`src/rtl/dither_if.sv`:
```
// Sample-stream handshake bundle for dither_ctrl: upstream sample, dither
// generator hookup and downstream output register.
interface dither_if #(
  parameter int DW = 16
);
  logic          in_valid;
  logic          in_ready;
  logic [DW-1:0] in_data;
  logic [1:0]    dith_in;
  logic          dith_adv;
  logic          out_valid;
  logic          out_ready;
  logic [DW-1:0] out_data;

  modport master (
    output in_valid, in_data, dith_in, out_ready,
    input  in_ready, dith_adv, out_valid, out_data
  );

  modport slave (
    input  in_valid, in_data, dith_in, out_ready,
    output in_ready, dith_adv, out_valid, out_data
  );
endinterface

```
`src/rtl/dither_ctrl.sv`:
```
// Adds a gain-ramped +/-1 dither to a signed sample stream through a single
// saturating output register; the gain ramps 0..8 one step per RAMP_LEN accepts.
//
//   state     | meaning
//   ----------+-------------------------------------------------------
//   IDLE      | dither off, gain=0, waiting for cfg_en
//   RAMP_UP   | gain climbs one step per RAMP_LEN accepted samples
//   ACTIVE    | full dither, gain=8
//   RAMP_DOWN | gain falls one step per RAMP_LEN accepted samples
module dither_ctrl #(
  parameter int DW       = 16,
  parameter int RAMP_LEN = 16
) (
  input  logic       clk,
  input  logic       rstn,
  input  logic       cfg_en,
  input  logic [1:0] cfg_shift,
  dither_if.slave    bus,
  output logic [1:0] state,
  output logic [3:0] gain,
  output logic       sat_flag
);

  typedef enum logic [1:0] {
    IDLE      = 2'd0,
    RAMP_UP   = 2'd1,
    ACTIVE    = 2'd2,
    RAMP_DOWN = 2'd3
  } state_t;

  localparam logic [7:0] SCNT_LAST = 8'(RAMP_LEN - 1);
  localparam logic [3:0] GAIN_MAX  = 4'd8;

  state_t        state_q, state_d;
  logic [3:0]    gain_q, gain_d;
  logic [7:0]    scnt_q, scnt_d;
  logic          out_valid_q, out_valid_d;
  logic [DW-1:0] out_data_q, out_data_d;
  logic          sat_q, sat_d;

  logic              in_ready;
  logic              accept;
  logic              step;
  logic signed [7:0] dith_s;
  logic signed [7:0] gain_s;
  logic signed [7:0] prod;
  logic [7:0]        dterm;
  logic [DW:0]       sum;
  logic              ovf;
  logic [DW-1:0]     sat_data;

  // rstn gating keeps the generator frozen while the block is held in reset
  assign in_ready = !out_valid_q || bus.out_ready;
  assign accept   = rstn && bus.in_valid && in_ready;
  assign step     = accept && (scnt_q == SCNT_LAST);

  assign bus.in_ready  = in_ready;
  assign bus.dith_adv  = accept;
  assign bus.out_valid = out_valid_q;
  assign bus.out_data  = out_data_q;
  assign state         = state_q;
  assign gain          = gain_q;
  assign sat_flag      = sat_q;

  // pre-step gain is used, so a sample accepted on a step edge sees the old gain
  always_comb begin
    dith_s   = {{6{bus.dith_in[1]}}, bus.dith_in};
    gain_s   = {4'b0000, gain_q};
    prod     = dith_s * gain_s;
    dterm    = 8'(prod <<< cfg_shift);
    sum      = {bus.in_data[DW-1], bus.in_data} + {{(DW-7){dterm[7]}}, dterm};
    ovf      = sum[DW] ^ sum[DW-1];
    sat_data = sum[DW-1:0];
    if (ovf) begin
      sat_data = sum[DW] ? {1'b1, {(DW-1){1'b0}}} : {1'b0, {(DW-1){1'b1}}};
    end
  end

  always_comb begin
    out_valid_d = out_valid_q;
    out_data_d  = out_data_q;
    sat_d       = sat_q | (accept & ovf);
    if (accept) begin
      out_valid_d = 1'b1;
      out_data_d  = sat_data;
    end else if (out_valid_q && bus.out_ready) begin
      out_valid_d = 1'b0;
    end
  end

  always_comb begin
    state_d = state_q;
    gain_d  = gain_q;
    scnt_d  = scnt_q;
    case (state_q)
      IDLE: begin
        gain_d = '0;
        scnt_d = '0;
        if (cfg_en) state_d = RAMP_UP;
      end
      RAMP_UP: begin
        if (!cfg_en) begin
          state_d = RAMP_DOWN;
          scnt_d  = '0;
        end else if (gain_q >= GAIN_MAX) begin
          // re-entered from RAMP_DOWN before any step was taken
          state_d = ACTIVE;
          scnt_d  = '0;
        end else if (step) begin
          scnt_d = '0;
          gain_d = gain_q + 4'd1;
          if (gain_q == GAIN_MAX - 4'd1) state_d = ACTIVE;
        end else if (accept) begin
          scnt_d = scnt_q + 8'd1;
        end
      end
      ACTIVE: begin
        gain_d = GAIN_MAX;
        if (!cfg_en) begin
          state_d = RAMP_DOWN;
          scnt_d  = '0;
        end
      end
      RAMP_DOWN: begin
        if (cfg_en) begin
          state_d = RAMP_UP;
          scnt_d  = '0;
        end else if (gain_q == 4'd0) begin
          state_d = IDLE;
          scnt_d  = '0;
        end else if (step) begin
          scnt_d = '0;
          gain_d = gain_q - 4'd1;
          if (gain_q == 4'd1) state_d = IDLE;
        end else if (accept) begin
          scnt_d = scnt_q + 8'd1;
        end
      end
      default: state_d = IDLE;
    endcase
  end

  always_ff @(posedge clk or negedge rstn) begin
    if (!rstn) begin
      state_q     <= IDLE;
      gain_q      <= '0;
      scnt_q      <= '0;
      out_valid_q <= 1'b0;
      out_data_q  <= '0;
      sat_q       <= 1'b0;
    end else begin
      state_q     <= state_d;
      gain_q      <= gain_d;
      scnt_q      <= scnt_d;
      out_valid_q <= out_valid_d;
      out_data_q  <= out_data_d;
      sat_q       <= sat_d;
    end
  end

endmodule

```
`src/flat_wrapper.sv`:
```
// flat-port wrapper written by rule: the top's interface ports become plain ports
module dither_ctrl_flat 
#(
  parameter int DW       = 16,
  parameter int RAMP_LEN = 16
)
  (clk, rstn, cfg_en, cfg_shift, state, gain, sat_flag, bus_in_valid, bus_in_data, bus_dith_in, bus_out_ready, bus_in_ready, bus_dith_adv, bus_out_valid, bus_out_data);
  dither_if #(.DW(DW)) bus_i ();
  input  logic clk;
  input  logic rstn;
  input  logic cfg_en;
  input  logic [1:0] cfg_shift;
  output logic [1:0] state;
  output logic [3:0] gain;
  output logic sat_flag;
  input wire logic [$bits(bus_i.in_valid)-1:0] bus_in_valid;
  input wire logic [$bits(bus_i.in_data)-1:0] bus_in_data;
  input wire logic [$bits(bus_i.dith_in)-1:0] bus_dith_in;
  input wire logic [$bits(bus_i.out_ready)-1:0] bus_out_ready;
  output wire logic [$bits(bus_i.in_ready)-1:0] bus_in_ready;
  output wire logic [$bits(bus_i.dith_adv)-1:0] bus_dith_adv;
  output wire logic [$bits(bus_i.out_valid)-1:0] bus_out_valid;
  output wire logic [$bits(bus_i.out_data)-1:0] bus_out_data;
  assign bus_i.in_valid = bus_in_valid;
  assign bus_i.in_data = bus_in_data;
  assign bus_i.dith_in = bus_dith_in;
  assign bus_i.out_ready = bus_out_ready;
  assign bus_in_ready = bus_i.in_ready;
  assign bus_dith_adv = bus_i.dith_adv;
  assign bus_out_valid = bus_i.out_valid;
  assign bus_out_data = bus_i.out_data;
  dither_ctrl #(.DW(DW), .RAMP_LEN(RAMP_LEN)) u_core (.clk(clk), .rstn(rstn), .cfg_en(cfg_en), .cfg_shift(cfg_shift), .bus(bus_i), .state(state), .gain(gain), .sat_flag(sat_flag));
endmodule
```
`config.mk`:
```
export PLATFORM = sky130hd
export DESIGN_NAME = dither_ctrl_flat
export DESIGN_NICKNAME = d
export VERILOG_FILES = /design/src/rtl/dither_if.sv /design/src/rtl/dither_ctrl.sv /design/src/flat_wrapper.sv
export SDC_FILE = /design/constraint.sdc
export NUM_CORES = 1
export LEC_CHECK = 0
export CORE_UTILIZATION = 38
export DETAILED_ROUTE_END_ITERATION = 10
export GPL_TIMING_DRIVEN = 0
export PLACE_DENSITY = 0.61
export SETUP_SLACK_MARGIN = 0.5
export SLEW_MARGIN = 30
export SYNTH_ARGS = -nofsm -noshare
export SYNTH_HDL_FRONTEND = slang
export SYNTH_SLANG_ARGS = --single-unit
```
`constraint.sdc`:
```
create_clock -name clk -period 3.9 [get_ports clk]
set_input_delay 0.975 -clock clk [delete_from_list [all_inputs] [get_ports clk]]
set_output_delay 0.975 -clock clk [all_outputs]
set_load 0.02 [all_outputs]
```
# After elaboration in Yosys (flattened, before gate mapping)
# Cells that the tools add are included.
classes:
  addsub: 4
  n_mul: 1
  n_lt_le_gt_ge: 1
  n_eq_ne: 18
  n_shift: 1
  mux: 30
  bitwise_logic: 3
  reduce_logical: 11
op_table:
  columns: ["cell", "count"]
  rows:
  - ["2-to-1 mux 8 bit", 7]
  - ["2-to-1 mux 16 bit", 2]
  - ["one-hot mux 8 bit (4 select lines)", 1]
  - ["2-to-1 mux 4 bit", 6]
  - ["2-to-1 mux 2 bit", 10]
  - ["adder 16 x 8 -> 17 bit", 1]
  - ["inequality test 4 x 2 -> 1 bit, second input constant", 4]
  - ["one-hot mux 4 bit (4 select lines)", 1]
  - ["inequality test 2 bit, second input constant", 6]
  - ["AND reduction 6 bit", 2]
  - ["adder 8 x 1 -> 8 bit, second input constant", 1]
  - ["equality test 8 x 4 -> 1 bit, second input constant", 1]
  - ["one-hot mux 2 bit (4 select lines)", 1]
  - ["<<< shifter 7 x 2 -> 8 bit", 1]
  - ["multiplier 2 x 5 -> 7 bit", 1]
  - ["adder 4 x 1 -> 4 bit, second input constant", 1]
  - ["equality test 2 bit, second input constant", 2]
  - ["equality test 4 x 1 -> 1 bit, second input constant", 1]
  - ["equality test 4 x 3 -> 1 bit, second input constant", 1]
  - [">= comparator 4 bit, second input constant", 1]
  - ["logical AND 1 bit", 4]
  - ["zero test 4 bit", 1]
  - ["inequality test 2 x 1 -> 1 bit, second input constant", 2]
  - ["subtractor 4 x 1 -> 4 bit, second input constant", 1]
  - ["other kinds (9)", 10]
totals:
  regBits: 32
  in_bits: 25
  word_cells: 75

# Longest topological paths before layout
# Gate-level depths: netlist (run 1).
logic_depth:
  word_depth: 8
  mapped_depth: 19
  depth_no_buf: 18

# Worst setup path after synthesis (run 1)
# OpenSTA, ideal clock, no wires.
synth_path:
  path_kind: "input -> register"
  start: "input port bus_dith_in[1]"
  end: "register u_core.out_data_q[0] (netlist: u_core.bus.out_data[0])"
  arrival_ps: 4505
  required_time_ps: 3770
  path_slack_ps: -736
  stages: 18
  n_path_buf: 1
  path_cell_list: "inv_1 > nor2_1 > ha_1 > ha_1 > a21o_1 > a21oi_1 > xnor2_1 > a21oi_1 > mux2i_1 > ha_1 > a21oi_1 > o21a_1 > nor2_1 > o21ai_0 > a41oi_2 > buf_6 > o21ai_2 > o21ai_1"
synth_via:
  elab_chain_cells: 5
synth_rtl:
  columns: ["element", "line", "source"]
  rows:
  - ["start: declaration", "flat_wrapper.sv:18", "input wire logic [$bits(bus_i.dith_in)-1:0] bus_dith_in;"]
  - ["multiplier 2 x 5 -> 7 bit (*)", "dither_ctrl.sv:69", "prod = dith_s * gain_s;"]
  - ["<<< shifter 7 x 2 -> 8 bit (*)", "dither_ctrl.sv:70", "dterm = 8'(prod <<< cfg_shift);"]
  - ["adder 16 x 8 -> 17 bit (*)", "dither_ctrl.sv:71", "sum = {bus.in_data[DW-1], bus.in_data} + {{(DW-7){dterm[7]}}, dterm};"]
  - ["2-to-1 mux 16 bit or XOR 1 bit (tied branches)", "dither_ctrl.sv:75, dither_ctrl.sv:72", null]
  - ["2-to-1 mux 16 bit (*)", "dither_ctrl.sv:74", "if (ovf) begin"]
  - ["end signal: assignment", "dither_ctrl.sv:156", "out_data_q <= out_data_d;"]
  - ["end: declaration", "dither_ctrl.sv:38", "logic [DW-1:0] out_data_q, out_data_d;"]
# Every way passes the cells marked *; elsewhere a longest branch is shown, timed or not.
# A chain may end at the register's enable or synchronous reset.

# Final worst setup path (run 1)
layout_path:
  start: "input port bus_dith_in[1]"
  end: "register u_core.out_data_q[13] (netlist: u_core.bus.out_data[13])"
# The elaborated chain is that of the path after synthesis.

==> impl_metrics.env, run 1 <==
export IMPL_cell_count_after_synthesis=335
export IMPL_track_usage_pct=19.05
export IMPL_slew_at_the_pin_with_the_worst_max_slew_slack_ns=0.6166
export IMPL_drc_errors=0
export IMPL_sequentialPowerShare_pct=20.0
export IMPL_detailed_place_hpwl_um=5186
export IMPL_floorplan_initialDensity_pct=40.22
export IMPL_yosysWarningCount=0
export IMPL_finalSetupTns_ns=-6.136
export IMPL_floorplan_die_width_um=87.96
export IMPL_grt_overflow_total=0
export IMPL_launching_element_type_of_the_critical_path="input pin"
export IMPL_synth_largest_type_area_fraction_pct=28.52
export IMPL_fin_crit_ns=4.299
export IMPL_worstPathBufferInverterCount=4
export IMPL_crit_path_end_kind="flip-flop"
export IMPL_htree_levels=2
export IMPL_synth_async_reset_ratio_pct=100.0
export IMPL_status="finished with violations"
export IMPL_critical_path_cell_chain="buf_8 -> clkinvlp_4 -> nor2_4 -> ha_4 -> ha_4 -> fa_2 -> a211o_1 -> nor2_2 -> a211oi_2 -> a21oi_2 -> ha_4 -> a21oi_4 -> buf_4 -> buf_4 -> nor2_1 -> o311a_1 -> o21a_1 -> or3_1 -> o2111ai_2 -> nand3_1"
export IMPL_clock_latency_ns=0.28
export IMPL_power_report_internal_total_mw=1.528
export IMPL_timing_critical_path_depth=20
export IMPL_placementRows=30
export IMPL_synth_avg_cell_area_um2=8.381
export IMPL_power_share_combinational_pct=68.5
export IMPL_final_min_period_over_clock_period_pct=110.2
export IMPL_tritoncts_num_sinks=32
export IMPL_cp_data_arrival_time_ns=4.47
export IMPL_fin_hold_ws_ns=0.4658
export IMPL_holdBufCountCts=0
export IMPL_power_leakage_nw=1.740
export IMPL_wl_per_cell_um=14.56
export IMPL_critical_path_top_cell_by_count="sky130_fd_sc_hd__ha_4"
export IMPL_synthTopCellsByArea="sky130_fd_sc_hd__dfrtp_1, sky130_fd_sc_hd__ha_1, sky130_fd_sc_hd__a21oi_1, sky130_fd_sc_hd__nand2_1, sky130_fd_sc_hd__xnor2_1"
export IMPL_nets=472
export IMPL_die_y_um=87.96
export IMPL_finalWorstSetupSlack_ns=-0.3987
export IMPL_postSynthNetCount=394
export IMPL_sw_frac_of_total_pct=44.53
export IMPL_cp_required_ns=4.07
export IMPL_powerDensity_mw_per_mm2=659.7
export IMPL_achievable_frequency_mhz=232.6
export IMPL_area_growth_synth_to_final_pct=48.66
export IMPL_timing_critical_path_from="bus_dith_in[1]"
export IMPL_seq_area_frac_synth_pct=28.52
export IMPL_slew_viol_final=0
export IMPL_crit_reg2reg_capture="u_core.bus.out_data[13]"
export IMPL_critPathMaxStageDelay_ns=0.41
export IMPL_antennaDiodeCount=0
export IMPL_drtAntennaViolNets=0
export IMPL_slew_limit_headroom_pct=58.89
export IMPL_vdd_drop_max_v=0.0002559
export IMPL_net_switching_power_mw=1.226
export IMPL_report_final_setup_viol=17
export IMPL_viasPerCell=5.296
export IMPL_number_of_flops_mapped_to_enable_cells_by_yosys=0
export IMPL_yosys_cell_types_count=60
export IMPL_grt_pass1_vias=2412
export IMPL_grt_first_pass_wirelength_um=11450
export IMPL_floorplan_die_area_mm2=0.007736
export IMPL_design_portCount=51
export IMPL_timing_critical_path_slowest_stage_cell="sky130_fd_sc_hd__fa_2"
export IMPL_drv_max_cap_violation_count=0
export IMPL_cpLargestDelayFamily="compound AO/OA/AOI/OAI gates"
export IMPL_tritoncts="done"
export IMPL_power_total_mw=2.754
export IMPL_min_path_type="reg -> reg"
export IMPL_syn_cell_area_mm2=0.002808
export IMPL_worst_r2r_setup_slack_ns=-0.30
export IMPL_yosysTopAreaCell="sky130_fd_sc_hd__dfrtp_1"
export IMPL_synth_ff_type="sky130_fd_sc_hd__dfrtp_1"
export IMPL_antenna_found_initial=0
export IMPL_cts_path_max_buffers=2
export IMPL_detailedRoute_firstIterationViolations=141
export IMPL_port_buffers=49
export IMPL_worst_setup_path_endpoint="u_core.bus.out_data[13]"
export IMPL_ff2ff_path_depth=19
export IMPL_r2r_start="u_core.gain[2]"
export IMPL_total_wire_length_um=7427
export IMPL_cts_root_buffer_cell="sky130_fd_sc_hd__clkbuf_8"
export IMPL_finalWeightedCongestion=0.8849
export IMPL_setup_repair_after_global_routing_missed_its_margin="yes"
export IMPL_clock_power_share_pct=11.4
export IMPL_grt_max_degree=21
export IMPL_drt_first_pass_iters=4
export IMPL_report_final_hold_viol_count=0
export IMPL_routed_via_count=2701
export IMPL_worstSetupPathType="in -> reg"
export IMPL_cts_inserted_buffers=5
export IMPL_clk_transition_reported_paths_ns=0.08
export IMPL_core_mm2=0.006982
export IMPL_violated_checks="setup timing"
export IMPL_path_max_fanout=4
export IMPL_drive_above_1_share_pct=25.12
export IMPL_yosys_register_bits=32
export IMPL_final_setup_skew_ns=0.01093
[power groups by stage]
stage                     Clock (mW)  Sequential, mW  Combinational [mW]
after global placement             0           0.555                1.54
after detailed placement           0           0.556                1.56
final                          0.314           0.552                1.89
after global routing           0.335           0.566                2.07
after CTS                      0.320           0.552                1.72
after floorplan                    0           0.662               0.958
[through the flow]
step	std cells	util (%)	setup WS [ns]	instance area [um^2]
floorplan	335	-	-0.3852	2893
CTS	500	56.29	-0.4103	3930
global placement	480	50.18	-1.589	3503
detailed placement	481	50.50	-1.500	3526
finish	510	59.78	-0.3987	4174
global route	510	59.78	-0.5476	4174
[synthesized netlist by cell type (6+ instances only)]
master,number
sky130_fd_sc_hd__a21o_1,7
sky130_fd_sc_hd__a21oi_1,34
sky130_fd_sc_hd__clkbuf_1,6
sky130_fd_sc_hd__dfrtp_1,32
sky130_fd_sc_hd__ha_1,31
sky130_fd_sc_hd__inv_1,13
sky130_fd_sc_hd__nand2_1,42
sky130_fd_sc_hd__nand3_1,6
sky130_fd_sc_hd__nor2_1,30
sky130_fd_sc_hd__o21ai_0,18
sky130_fd_sc_hd__o21ai_1,19
sky130_fd_sc_hd__xnor2_1,14
sky130_fd_sc_hd__xor2_1,6
[flip-flops by register name (all words and copies together) (netlist names)]
signal,cells
u_core.state,2
u_core.sat_flag,1
u_core.scnt_q,8
u_core.bus.out_valid,1
u_core.bus.out_data,16
u_core.gain,4
[layer usage]
metal  track usage (%)  up-vias  share of wire [%]
li1                  -     1365                  -
met1             27.28     1269                 48
met2             29.46       54                 47
met3             2.639       13                3.4
met4             6.259        0                1.7
met5                 0        -                  0
[layout by cell type (no fill, tap or decap), types with 11 or more instances in the layout]
cell / Yosys / routed
sky130_fd_sc_hd__o21ai_1: 19 / 18
sky130_fd_sc_hd__nand2_1: 42 / 41
sky130_fd_sc_hd__xnor2_1: 14 / 12
sky130_fd_sc_hd__nor2_1: 30 / 25
sky130_fd_sc_hd__a21oi_1: 34 / 25
sky130_fd_sc_hd__ha_1: 31 / 17
sky130_fd_sc_hd__ha_4: 0 / 14
sky130_fd_sc_hd__buf_4: 2 / 18
sky130_fd_sc_hd__o21ai_0: 18 / 13
sky130_fd_sc_hd__dfrtp_1: 32 / 32
sky130_fd_sc_hd__clkdlybuf4s50_1: 0 / 45
sky130_fd_sc_hd__inv_1: 13 / 11
[logic make-up after synthesis]
| group | synth area share [%] |
|---|---|
| AND/OR/NAND/NOR | 17.20 |
| AO/OA/AOI/OAI | 25.62 |
| adder cells (fa/ha/maj) | 15.95 |
| multiplexers | 2.228 |
| buffers and inverters | 3.654 |
| flip-flops | 28.52 |
| XOR/XNOR | 6.818 |
[final cells by class]
class	instances	area, um^2
Tap cell	96	120.1
Inverter	13	52.55
Clock buffer	6	72.57
Multi-Input combinational cell	280	2327
Buffer	10	71.32
Timing Repair Buffer	71	694.4
Sequential cell	32	800.8
Clock inverter	2	35.03
Fill cell	621	2808
[worst min path at each step]
stage / from / endpoint / slack [ns] / cells past startpoint
after floorplan: u_core.scnt_q[1] / u_core.scnt_q[1] / 0.50 / 2
after detailed placement: u_core.sat_flag / u_core.sat_flag / 0.45 / 1
after global placement: u_core.sat_flag / u_core.sat_flag / 0.44 / 1
after CTS: u_core.sat_flag / u_core.sat_flag / 0.47 / 1
final: u_core.sat_flag / u_core.sat_flag / 0.47 / 1
after global routing: u_core.sat_flag / u_core.sat_flag / 0.49 / 1
[what timing repair did]
action | 4_1_cts | 5_1_grt
setup buffers | 10 | 10
endpoints found under the setup margin | 18 | 18
pin swaps | 20 | 20
gates cloned | 1 | 0
gates resized for setup | 50 | 35
Note: power is estimated with default switching activity, not from simulation.
==> inputs of run 2 (changes only) <==
- PLACE_DENSITY: 0.61 -> 0.59
- clock period: 3.9 -> 4 ns (I/O delays scaled with it)
==> impl_metrics.env, run 2 (synthesis gave the netlist of run 1 again) <==
export IMPL_slew_at_the_pin_with_the_worst_max_slew_slack_ns=0.5909
export IMPL_worst_hold_path_num_cells=1
export IMPL_floorplan_die_width_um=87.96
export IMPL_design_portCount=51
export IMPL_max_ffs_per_register=16
export IMPL_holdBufCountCts=0
export IMPL_achievable_frequency_mhz=225.1
export IMPL_cts_inserted_buffers=5
export IMPL_cp_required_ns=4.18
export IMPL_report_final_setup_viol=17
export IMPL_status="finished with violations"
export IMPL_finalSetupTns_ns=-5.907
export IMPL_die_y_um=87.96
export IMPL_power_leakage_nw=1.743
export IMPL_drive_above_1_share_pct=25.78
export IMPL_tritoncts_num_sinks=32
export IMPL_timing_critical_path_slowest_stage_cell="sky130_fd_sc_hd__fa_2"
export IMPL_detailed_place_hpwl_um=5295
export IMPL_antennaDiodeCount=0
export IMPL_track_usage_pct=19.23
export IMPL_final_setup_skew_ns=0.004701
export IMPL_grt_max_degree=20
export IMPL_drc_errors=0
export IMPL_area_growth_synth_to_final_pct=48.04
export IMPL_worstSetupPathType="in -> reg"
export IMPL_htree_levels=2
export IMPL_vdd_drop_max_v=0.0002466
export IMPL_final_min_period_over_clock_period_pct=111.1
export IMPL_nets=473
export IMPL_floorplan_initialDensity_pct=40.22
export IMPL_worstPathBufferInverterCount=5
export IMPL_min_path_type="reg -> reg"
export IMPL_critPathMaxStageDelay_ns=0.37
export IMPL_crit_reg2reg_capture="u_core.bus.out_data[13]"
export IMPL_grt_overflow_total=0
export IMPL_core_mm2=0.006982
export IMPL_ff2ff_path_depth=17
export IMPL_hold_path_end="u_core.sat_flag"
export IMPL_hold_path_startpoint="u_core.sat_flag"
export IMPL_final_common_cell="sky130_fd_sc_hd__clkdlybuf4s50_1"
export IMPL_drt_first_pass_iters=4
export IMPL_cts_root_buffer_cell="sky130_fd_sc_hd__clkbuf_8"
export IMPL_floorplan_die_area_mm2=0.007736
export IMPL_finalWorstSetupSlack_ns=-0.4433
export IMPL_launching_element_type_of_the_critical_path="input pin"
export IMPL_setup_repair_after_global_routing_missed_its_margin="yes"
export IMPL_finalWeightedCongestion=0.8052
export IMPL_drtAntennaViolNets=0
export IMPL_tritoncts="done"
export IMPL_slew_limit_headroom_pct=60.61
export IMPL_wl_per_cell_um=14.59
export IMPL_cpLargestDelayFamily="compound AO/OA/AOI/OAI gates"
export IMPL_report_final_hold_viol_count=0
export IMPL_critical_path_cell_chain="buf_8 -> clkinvlp_4 -> nor2_2 -> ha_1 -> ha_2 -> fa_2 -> a211o_1 -> buf_6 -> mux2i_4 -> buf_12 -> ha_4 -> a21o_1 -> buf_4 -> o311a_1 -> o21a_1 -> or3_1 -> o2111ai_2 -> nand3_1"
export IMPL_total_wire_length_um=7455
export IMPL_worst_r2r_setup_slack_ns=-0.35
export IMPL_port_buffers=49
export IMPL_placementRows=30
export IMPL_antenna_found_initial=0
export IMPL_path_max_fanout=5
export IMPL_pre_cts_slack_ns=-1.438
export IMPL_commonest_non_fill_non_tap_cells_in_the_layout="sky130_fd_sc_hd__clkdlybuf4s50_1, sky130_fd_sc_hd__nand2_1, sky130_fd_sc_hd__dfrtp_1, sky130_fd_sc_hd__nor2_1, sky130_fd_sc_hd__o21ai_1"
export IMPL_routed_via_count=2714
export IMPL_violated_checks="setup timing"
export IMPL_cp_data_arrival_time_ns=4.62
export IMPL_r2r_start="u_core.gain[2]"
export IMPL_detailedRoute_firstIterationViolations=142
export IMPL_drv_max_cap_violation_count=0
export IMPL_crit_path_end_kind="flip-flop"
export IMPL_grt_pass1_vias=2375
export IMPL_viasPerCell=5.311
export IMPL_powerDensity_mw_per_mm2=656.2
export IMPL_cts_path_max_buffers=2
export IMPL_clock_latency_ns=0.29
export IMPL_clk_transition_reported_paths_ns=0.08
export IMPL_fin_crit_ns=4.443
export IMPL_grt_first_pass_wirelength_um=11610
export IMPL_slew_viol_final=0
## run 2: per-stage QoR
step | std cells | power [mW] | utilization [%] | hold slack [ns] | area, um^2
global route | 511 | 2.927 | 59.53 | 0.4762 | 4156
detailed placement | 481 | 2.065 | 50.50 | 0.4505 | 3526
global placement | 480 | 2.049 | 50.18 | 0.4432 | 3503
CTS | 504 | 2.550 | 56.08 | 0.4659 | 3915
finish | 511 | 2.727 | 59.53 | 0.4647 | 4156
floorplan | 335 | 1.579 | - | 0.5047 | 2893
## run 2: what timing repair did
| item | in CTS | in global routing |
|---|---|---|
| buffers inserted | 12 | 6 |
| gates resized for setup | 42 | 44 |
| gates cloned | 3 | 1 |
| endpoints found under the setup margin | 18 | 18 |
| pin swaps | 26 | 27 |
## run 2: how the worst max path moves through the flow
stage | start | end | slack [ns] | cells after the start
3_3_place_gp | rstn | bus_dith_adv | -1.54 | 5
3_5_place_dp | bus_dith_in[1] | u_core.bus.out_data[11] | -1.44 | 19
5_1_grt | bus_dith_in[1] | u_core.bus.out_data[5] | -0.58 | 20
2_1_floorplan | bus_dith_in[1] | u_core.bus.out_data[12] | -0.31 | 18
4_1_cts | bus_dith_in[1] | u_core.bus.out_data[2] | -0.39 | 19
6_report | bus_dith_in[1] | u_core.bus.out_data[13] | -0.44 | 18
## run 2: where the power goes
group          leakage [nW]  switching, mW  internal, mW
clock network        0.0541          0.135         0.184
registers             0.402          0.104         0.434
logic                  1.29          0.995         0.876
## run 2: cell type report
class / count / area, um^2
flip-flops and latches: 32 / 800.8
clock buffers: 5 / 68.82
repair buffers: 72 / 728.2
inverters: 13 / 52.55
plain buffers: 10 / 71.32
clock inverters: 3 / 42.54
well taps: 96 / 120.1
fillers: 592 / 2825
multi-input cells: 280 / 2272
## run 2: metal layers
layer	vias to the layer above	share of wire [%]	GRT usage, %	wire length [um]
li1	1370	-	-	-
met1	1283	49	28.11	3646
met2	56	47	29.74	3490
met3	5	3.3	2.639	246
met4	0	0.95	4.918	71
met5	-	0	0	0
## run 2: worst register-to-register path: cells and delay by family, from the launching register on
| kind | cells | cell delay [ns] |
|---|---|---|
| and+or+nand+nor | 3 | 0.69 |
| muxes | 1 | 0.23 |
| buffers and inverters | 4 | 0.83 |
| DFF | 1 | 0.36 |
| adders and majority gates | 4 | 1.01 |
| AOI/OAI and AO/OA | 5 | 1.12 |
==> inputs of run 3 (changes only) <==
- SETUP_SLACK_MARGIN: 0.5 -> not set
- TNS_END_PERCENT: not set -> 30
==> impl_metrics.env, run 3 (synthesis gave the netlist of run 1 again) <==
export IMPL_path_max_fanout=5
export IMPL_powerDensity_mw_per_mm2=663.7
export IMPL_report_final_setup_viol=17
export IMPL_slew_viol_final=0
export IMPL_commonest_non_fill_non_tap_cells_in_the_layout="sky130_fd_sc_hd__clkdlybuf4s50_1, sky130_fd_sc_hd__nand2_1, sky130_fd_sc_hd__dfrtp_1, sky130_fd_sc_hd__nor2_1, sky130_fd_sc_hd__a21oi_1"
export IMPL_placementRows=30
export IMPL_detailedRoute_firstIterationViolations=101
export IMPL_power_leakage_nw=1.740
export IMPL_grt_busiest_layer="met2"
export IMPL_drc_errors=0
export IMPL_postLayoutCoreUtil_pct=58.94
export IMPL_setup_repair_after_global_routing_missed_its_margin="yes"
export IMPL_finalSetupTns_ns=-5.705
export IMPL_wl_per_cell_um=14.46
export IMPL_drtAntennaViolNets=0
export IMPL_cp_required_ns=4.16
export IMPL_area_growth_synth_to_final_pct=46.57
export IMPL_routed_via_count=2694
export IMPL_report_final_hold_viol_count=0
export IMPL_cts_root_buffer_cell="sky130_fd_sc_hd__clkbuf_8"
export IMPL_grtUsageMet3_pct=2.074
export IMPL_slew_limit_headroom_pct=56.03
export IMPL_cts_inserted_buffers=5
export IMPL_min_path_type="reg -> reg"
export IMPL_port_buffers=49
export IMPL_grt_overflow_total=0
export IMPL_clk_transition_reported_paths_ns=0.06
export IMPL_floorplan_initialDensity_pct=40.22
export IMPL_viasPerCell=5.272
export IMPL_fin_hold_ws_ns=0.4585
export IMPL_slew_at_the_pin_with_the_worst_max_slew_slack_ns=0.6595
export IMPL_num_fill_cells=633
export IMPL_max_ffs_per_register=16
export IMPL_total_wire_length_um=7391
export IMPL_grt_max_degree=29
export IMPL_grt_first_pass_wirelength_um=11670
export IMPL_crit_path_end_kind="flip-flop"
export IMPL_violated_checks="setup timing"
export IMPL_tritoncts_num_sinks=32
export IMPL_antenna_found_initial=0
export IMPL_fin_crit_ns=4.378
export IMPL_core_mm2=0.006982
export IMPL_final_min_period_over_clock_period_pct=109.5
export IMPL_grt_met2_usage_pct=29.32
export IMPL_grt_pass1_vias=2413
export IMPL_final_common_cell="sky130_fd_sc_hd__clkdlybuf4s50_1"
export IMPL_tritoncts="done"
export IMPL_antennaDiodeCount=0
export IMPL_cts_path_max_buffers=2
export IMPL_cp_data_arrival_time_ns=4.54
export IMPL_track_usage_pct=19.57
export IMPL_use_met1_pct=28.93
export IMPL_clock_latency_ns=0.29
export IMPL_status="finished with violations"
export IMPL_detailed_place_hpwl_um=5235
export IMPL_drv_max_cap_violation_count=0
export IMPL_launching_element_type_of_the_critical_path="input pin"
export IMPL_numPlacedInstances=481
export IMPL_achievable_frequency_mhz=228.4
export IMPL_vdd_drop_max_v=0.0002244
export IMPL_worstSetupPathType="in -> reg"
export IMPL_drive_above_1_share_pct=23.86
export IMPL_post_layout_nonfiller_instances=511
export IMPL_die_y_um=87.96
export IMPL_floorplan_die_width_um=87.96
export IMPL_htree_levels=2
export IMPL_floorplan_die_area_mm2=0.007736
export IMPL_drt_first_pass_iters=4
export IMPL_finalWorstSetupSlack_ns=-0.3783
export IMPL_nets=473
export IMPL_design_portCount=51
export IMPL_finalWeightedCongestion=0.8419
export IMPL_final_setup_skew_ns=0.008384
run 3: changes by cell type in the layout (fill, tap and decap cells not counted), sizes merged:
cell           previous run  this run
clkinv                    1         0
clkinvlp                  2         1
clkdlybuf4s50            45        46
mux2i                     4         5
run 3: final timing paths:
kind	end	from	depth (start not counted)	slack [ns]
max	u_core.bus.out_data[13]	bus_dith_in[1]	17	-0.38
min	u_core.sat_flag	u_core.sat_flag	1	0.46
max reg2reg	u_core.bus.out_data[13]	u_core.gain[2]	16	-0.24
min reg2reg	u_core.sat_flag	u_core.sat_flag	1	0.46
max in group asynchronous	u_core.bus.out_data[6]	rstn	2	3.04
min in group asynchronous	u_core.sat_flag	rstn	1	0.56
run 3: final cells by class:
class | count | area (um^2) | area share (%)
Inverter | 13 | 52.55 | 1.277
Clock buffer | 7 | 96.34 | 2.341
Sequential cell | 32 | 800.8 | 19.46
Buffer | 10 | 68.82 | 1.672
Multi-Input combinational cell | 281 | 2263 | 55.00
Tap cell | 96 | 120.1 | 2.919
Timing Repair Buffer | 71 | 683.2 | 16.60
Clock inverter | 1 | 30.03 | 0.7297
run 3: repair_timing:
item,in CTS,in global routing
hold endpoints to repair,0,0
setup buffers,13,5
hold buffers,0,0
gates resized for setup,47,24
cloned,3,1
pin swaps,23,30
endpoints found under the setup margin,18,17
run 3: critical path: stages:
cell,delay [ns]
sky130_fd_sc_hd__buf_8,0.08
sky130_fd_sc_hd__clkinvlp_4,0.15
sky130_fd_sc_hd__nor2_4,0.14
sky130_fd_sc_hd__ha_4,0.21
sky130_fd_sc_hd__ha_4,0.16
sky130_fd_sc_hd__fa_2,0.37
sky130_fd_sc_hd__a211o_4,0.39
sky130_fd_sc_hd__mux2i_4,0.38
sky130_fd_sc_hd__ha_4,0.29
sky130_fd_sc_hd__a21o_1,0.23
sky130_fd_sc_hd__buf_4,0.15
sky130_fd_sc_hd__nand2b_1,0.14
sky130_fd_sc_hd__o311a_1,0.14
sky130_fd_sc_hd__o21a_1,0.19
sky130_fd_sc_hd__or3_4,0.33
sky130_fd_sc_hd__o2111ai_2,0.09
sky130_fd_sc_hd__nand3_1,0.08
run 3: per-layer routing:
metal	wire [um]	part of all wire, %	vias to the layer above
met2	3336	45	54
li1	-	-	1370
met4	114	1.5	0
met3	208	2.8	9
met5	0	0	-
met1	3732	50	1261
run 3: stage by stage:
stage	power [mW]	area (um^2)	worst slack (ns)
after global placement	2.039	3491	-1.476
after floorplan	1.569	2880	-0.3196
final	2.731	4115	-0.3783
after CTS	2.623	3958	-0.3820
after detailed placement	2.061	3506	-1.433
after global routing	2.926	4115	-0.5357
run 3: power by group:
part,switching (mW),total [mW],internal (mW),leakage [nW]
logic,1.00,1.86,0.856,1.27
clock network,0.123,0.343,0.220,0.0645
registers,0.0946,0.529,0.434,0.402
total,1.22,2.73,1.51,1.74
==> RTL edit 1: new RTL, flow settings as in run 3 <==
`DW` is set to 16 in 3 places; all go to 32.
--- a/src/rtl/dither_if.sv
+++ b/src/rtl/dither_if.sv
@@ -1,7 +1,7 @@
 // Sample-stream handshake bundle for dither_ctrl: upstream sample, dither
 // generator hookup and downstream output register.
 interface dither_if #(
-  parameter int DW = 16
+  parameter int DW = 32
 );
   logic          in_valid;
   logic          in_ready;
--- a/src/rtl/dither_ctrl.sv
+++ b/src/rtl/dither_ctrl.sv
@@ -8,7 +8,7 @@
 //   ACTIVE    | full dither, gain=8
 //   RAMP_DOWN | gain falls one step per RAMP_LEN accepted samples
 module dither_ctrl #(
-  parameter int DW       = 16,
+  parameter int DW       = 32,
   parameter int RAMP_LEN = 16
 ) (
   input  logic       clk,
--- a/src/flat_wrapper.sv
+++ b/src/flat_wrapper.sv
@@ -1,7 +1,7 @@
 // flat-port wrapper written by rule: the top's interface ports become plain ports
 module dither_ctrl_flat 
 #(
-  parameter int DW       = 16,
+  parameter int DW       = 32,
   parameter int RAMP_LEN = 16
 )
   (clk, rstn, cfg_en, cfg_shift, state, gain, sat_flag, bus_in_valid, bus_in_data, bus_dith_in, bus_out_ready, bus_in_ready, bus_dith_adv, bus_out_valid, bus_out_data);
Interface: changed (resized bus_in_data and bus_out_data); port bits go from 51 to 83. No check against the original RTL was run, so the function may have changed too.
==> RTL edit 1 against run 3 <==
The run still ends with setup timing left. Count of clock-buffer cells in the layout fell by 2. First-iteration DRC count rose by 97%. Fmax fell by 12%. Final cell count rose by 58%. Combinational power rose by 78%. Synthesized cell count rose by 55%. Sequential cell count rose by 16. Wire length rose by 82%. Final area rose by 61%. Global-route usage rose by 3.3 points. Worst setup slack got worse by 620 ps. Area after synthesis rose by 58%. Total power rose by 70%. Critical path type unchanged. Critical endpoint is now u_core.bus.out_data[29].
==> RTL edit 1: results (changes against run 3) <==
- The run finished, with violations left.
- The checks that failed: setup timing.
- The placed cell area came to 5490 sq um (+57%).
- The largest fanout on the critical path came to 6 (+1).
- The global placer's final weighted congestion was 0.856 (+1.7%).
- The via count of the first global-routing pass is 4392 (+82%).
- By count the netlist is led by sky130_fd_sc_hd__nand2_1, sky130_fd_sc_hd__a21oi_1, sky130_fd_sc_hd__o21ai_0, sky130_fd_sc_hd__dfrtp_1, sky130_fd_sc_hd__ha_1.
- The clock-pin slew on the worst setup and hold paths is 80 ps (+20 ps).
- The count of buffers from port buffering is 79 (+61%).
- The via count normalized by instance count is 5.53 (+4.9%).
- The final cell count without fillers is 807 (+58%).
- The iteration count of the initial detailed-routing pass is 5 (+1).
- The slack of the worst reg-to-reg path is -930 ps (-690 ps).
- The worst reg2reg path endpoint is u_core.bus.out_data[29].
- The reported leakage power is 2.83 nW (+63%).
- In the post-synthesis netlist, the biggest area contributors are sky130_fd_sc_hd__dfrtp_1, sky130_fd_sc_hd__ha_1, sky130_fd_sc_hd__a21oi_1.
- The half-perimeter wire length after placement is 9200 um (+76%).
- The count of placed standard cells including taps is 743 (+54%).
- The number of setup violations in the final report is 33 (+16).
- The sequential cell area fraction in the yosys report is 27.1% (-1.4 points).
- The share of final-layout standard cells stronger than drive strength 1 is 27.9% (+4.0 points).
- The number of violations reported at the end of detailed-routing iteration 0 is 199 (+97%).
- The routed wire length per instance came to 16.7 um (+15%).
- The worst endpoint data arrival time is 5190 ps (+650 ps).
- The number of cells on the worst reg-to-reg path was 22 (+6).
- The peak supply drop was 0.348 mV (+55%).
- The filler cell count in the final layout came to 983 (+55%).
- The area growth from synthesis to layout is 49.7%.
- The worst slack at placement is -2430 ps (-1000 ps).
- The number of flip-flops under the largest register name came to 32 (+16).
- The overall track demand over capacity in global routing is 22.8% (+3.3 points).
- The distinct cell type count after synthesis is 65 (+8.3%).
- The smallest setup slack after layout is -1000 ps (-624 ps).
- The net count of the mapped netlist is 611 (+55%).
- The relative max-transition margin was 61.3% (+5.3 points).
- The count of cells along the worst hold path was 2 (+1).
- The count of mapped cells out of synthesis came to 520 (+55%).
- The largest net degree at the start of global routing is 48 (+66%).
[RTL edit 1: repair_timing]
item / in CTS / in global routing
gates cloned: 3 / 0
buffers inserted: 43 / 15
endpoints found under the setup margin: 34 / 34
pin swaps: 42 / 38
resized for setup: 80 / 42
[RTL edit 1: area by class of cell]
type | count | area share, %
tap | 143 | 2.70
inverter | 16 | 0.963
timing repair buffer | 138 | 20.6
clock buffer | 5 | 1.89
sequential | 48 | 18.1
clock inverter | 3 | 0.717
buffer | 17 | 1.87
multi-input combinational | 437 | 53.1
[RTL edit 1: how the worst max path moves through the flow]
stage,from,to,depth (start not counted)
6_report,bus_dith_in[1],u_core.bus.out_data[29],23
5_1_grt,bus_dith_in[1],u_core.bus.out_data[12],25
4_1_cts,bus_dith_in[1],u_core.bus.out_data[12],22
3_5_place_dp,bus_dith_in[1],u_core.bus.out_data[8],22
3_3_place_gp,bus_dith_in[1],u_core.bus.out_data[8],22
2_1_floorplan,bus_dith_in[0],u_core.bus.out_data[8],18
[RTL edit 1: where the power goes]
| part | total, mW | internal [mW] | switching, mW | leakage, nW |
|---|---|---|---|---|
| registers | 0.821 | 0.673 | 0.148 | 0.601 |
| logic | 3.32 | 1.57 | 1.74 | 2.15 |
| clock network | 0.509 | 0.298 | 0.211 | 0.0840 |
| total | 4.65 | 2.54 | 2.10 | 2.83 |
[RTL edit 1: per-layer routing]
metal  share of wire [%]  wire length (um)  vias to the layer above  global-route usage, %
met2                  50              6710                      114                   39.6
met3                 3.8               515                       26                   3.91
met5                   0                 0                        -                      0
met1                  44              5890                     2169                   28.4
met4                 2.6               352                        0                   7.90
li1                    -                 -                     2152                      -
[RTL edit 1: tightest hold or removal path: stages (launching register included)]
cell	delay (ps)
sky130_fd_sc_hd__dfrtp_1	340
sky130_fd_sc_hd__nand2_1	60
sky130_fd_sc_hd__o21ai_2	50
[RTL edit 1: logic make-up after synthesis]
| family | Yosys count | share of synthesized area [%] |
|---|---|---|
| xor+xnor | 40 | 8.50 |
| mux | 8 | 1.92 |
| fa+ha+maj | 52 | 15.1 |
| flops | 48 | 27.1 |
| compound gates | 184 | 27.8 |
| buf+inv | 36 | 3.79 |
| simple gates | 152 | 15.8 |
[RTL edit 1: metrics by stage]
step	hold WS, ps	TNS (ps)
floorplan	506	-27480
global placement	464	-94790
detailed placement	467	-76400
CTS	486	-26830
global route	499	-36460
finish	480	-29770
==> RTL edit 2: new RTL, flow settings as in run 3 <==
Made on the original files. Register the inputs `cfg_en` and `cfg_shift` before use, cleared by the reset. The logic sees them one clock later. The other inputs are not delayed to match.
--- a/src/rtl/dither_ctrl.sv
+++ b/src/rtl/dither_ctrl.sv
@@ -30,6 +30,19 @@
 
   localparam logic [7:0] SCNT_LAST = 8'(RAMP_LEN - 1);
   localparam logic [3:0] GAIN_MAX  = 4'd8;
+
+  logic cfg_en_q;
+  logic [1:0] cfg_shift_q;
+
+  always_ff @(posedge clk or negedge rstn) begin
+    if (!rstn) begin
+      cfg_en_q    <= '0;
+      cfg_shift_q <= '0;
+    end else begin
+      cfg_en_q    <= cfg_en;
+      cfg_shift_q <= cfg_shift;
+    end
+  end
 
   state_t        state_q, state_d;
   logic [3:0]    gain_q, gain_d;
@@ -67,7 +80,7 @@
     dith_s   = {{6{bus.dith_in[1]}}, bus.dith_in};
     gain_s   = {4'b0000, gain_q};
     prod     = dith_s * gain_s;
-    dterm    = 8'(prod <<< cfg_shift);
+    dterm    = 8'(prod <<< cfg_shift_q);
     sum      = {bus.in_data[DW-1], bus.in_data} + {{(DW-7){dterm[7]}}, dterm};
     ovf      = sum[DW] ^ sum[DW-1];
     sat_data = sum[DW-1:0];
@@ -96,10 +109,10 @@
       IDLE: begin
         gain_d = '0;
         scnt_d = '0;
-        if (cfg_en) state_d = RAMP_UP;
+        if (cfg_en_q) state_d = RAMP_UP;
       end
       RAMP_UP: begin
-        if (!cfg_en) begin
+        if (!cfg_en_q) begin
           state_d = RAMP_DOWN;
           scnt_d  = '0;
         end else if (gain_q >= GAIN_MAX) begin
@@ -116,13 +129,13 @@
       end
       ACTIVE: begin
         gain_d = GAIN_MAX;
-        if (!cfg_en) begin
+        if (!cfg_en_q) begin
           state_d = RAMP_DOWN;
           scnt_d  = '0;
         end
       end
       RAMP_DOWN: begin
-        if (cfg_en) begin
+        if (cfg_en_q) begin
           state_d = RAMP_UP;
           scnt_d  = '0;
         end else if (gain_q == 4'd0) begin
Formal check against the unedited RTL: not equivalent (a bounded check fails within 4 cycles, from zero or initial values and one cycle with rstn low).
==> RTL edit 2 against run 3 <==
The flow still finishes with violations (setup timing). Utilization is 0.20 points lower. Final area is 5.2% higher. Highest routed layer unchanged. Clock power increased by 11%. Wire length increased by 1.1%. Area after synthesis rose by 5.0%. Sequential cell count is 3 higher. Worst setup slack worse by 170 ps. Sequential share of layout area rose by 0.77 points. Total power rose by 10%.
==> RTL edit 2: results (changes against run 3) <==
- The final-layout setup total negative slack came to -8070 ps (-2360 ps).
- The half-perimeter wire length after placement is 5380 um (+2.7%).
- Sorting the synthesized cells by how often they occur yields sky130_fd_sc_hd__dfrtp_1, sky130_fd_sc_hd__ha_1, sky130_fd_sc_hd__nand2_1, sky130_fd_sc_hd__nor2_1, sky130_fd_sc_hd__a21oi_1.
- The sequential cell area fraction in the yosys report came to 29.7% (+1.2 points).
- The clock skew after layout is 11.4 ps (+3.05 ps).
- The count of clock buffers in the final design is 6 (-1).
- The final reports fail on setup timing.
- The multi-input gate area in the final layout came to 2250 sq um (-0.55%).
- The share of final-layout standard cells stronger than drive strength 1 came to 26.6% (+2.7 points).
- The net total in the final layout is 476 (+0.63%).
- The sum of met3 wire segment lengths after detailed routing is 300 um (+44%).
- The peak supply drop came to 0.389 mV (+73%).
- The number of setup violations in the final report is 17 (unchanged).
- The detailed-route wire length on metal 1 was 3400 um (-8.9%).
- The filler cell count in the final layout is 660 (+4.3%).
- The cell type of the slowest stage on the worst timing path is sky130_fd_sc_hd__fa_2.
- The largest net degree at the start of global routing is 26 (-10%).
- The mean instance size in the synthesized netlist is 8.94 sq um (+6.6%).
- The slack of the worst reg-to-reg path is -520 ps (-280 ps).
- The routed wire length per instance is 14.5 um (about the same).
- The smallest setup slack after layout was -551 ps (-172 ps).
- The flow ran to the end, but the final reports show violations.
- The reported leakage power was 1.83 nW (+5.2%).
- The sequential standard cell area was 876 sq um (+9.4%).
- The amount of wire on met2 after detailed routing is 3670 um (+10%).
- The non-clock buffer instance count of the final layout is 91 (+12%).
- The worst endpoint data arrival time is 4730 ps (+190 ps).
- The distinct cell type count after synthesis is 53 (-12%).
- The largest stage delay on the critical path is 370 ps (-20 ps).
- The layout-stage area growth over the synthesis result is 46.8%.
- The number of violations reported at the end of detailed-routing iteration 0 came to 90 (-11%).
- The overall track demand over capacity in global routing came to 19.0% (-0.57 points).
- The overall routed net length came to 7470 um (+1.1%).
- The count of buffers from port buffering was 50 (+2.0%).
- The met2 global-route usage is 32.6% (+3.3 points).
- The relative area of non-clock buffer cells in the final design came to 20.2% (+1.9 points).
- The number of ordinary inverters in the final layout came to 18 (+5).
RTL edit 2: changes by cell type after synthesis, moves of 3 or more:
cell,delta
sky130_fd_sc_hd__a211oi_1,+3
sky130_fd_sc_hd__a21oi_1,-10
sky130_fd_sc_hd__a22o_1,+12
sky130_fd_sc_hd__dfrtp_1,+3
sky130_fd_sc_hd__inv_1,+5
sky130_fd_sc_hd__maj3_1,+3
sky130_fd_sc_hd__nand2_1,-13
sky130_fd_sc_hd__nand3_1,+6
sky130_fd_sc_hd__nor3_1,+5
sky130_fd_sc_hd__o21a_1,-3
sky130_fd_sc_hd__o21ai_1,-16
sky130_fd_sc_hd__o21ai_2,+6
sky130_fd_sc_hd__o21bai_1,+3
RTL edit 2: worst min-delay path by stage:
stage                        to  slack, ps  depth (start not counted)
3_3_place_gp    u_core.sat_flag        440                          1
3_5_place_dp    u_core.sat_flag        450                          1
2_1_floorplan  u_core.scnt_q[7]        500                          2
5_1_grt         u_core.sat_flag        500                          1
4_1_cts         u_core.sat_flag        470                          1
6_report        u_core.sat_flag        460                          1
RTL edit 2: cell families after synthesis:
family,Yosys count,synth area share (%)
compound gates,101,24.9
xor+xnor,23,6.83
fa+ha+maj,37,16.2
buf+inv,29,4.03
flops,35,29.7
mux,8,2.88
simple gates,97,15.4
RTL edit 2: what timing repair did:
action,4_1_cts,5_1_grt
gates cloned,2,0
endpoints found under the setup margin,18,18
pin swaps,22,25
buffers inserted,21,9
resized for setup,47,20
RTL edit 2: power groups by stage:
stage	Clock (mW)	Sequential (mW)	Combinational, mW
2_1_floorplan	0	0.683	1.09
3_3_place_gp	0	0.578	1.68
3_5_place_dp	0	0.578	1.71
4_1_cts	0.389	0.575	1.96
5_1_grt	0.401	0.603	2.23
6_report	0.381	0.580	2.04
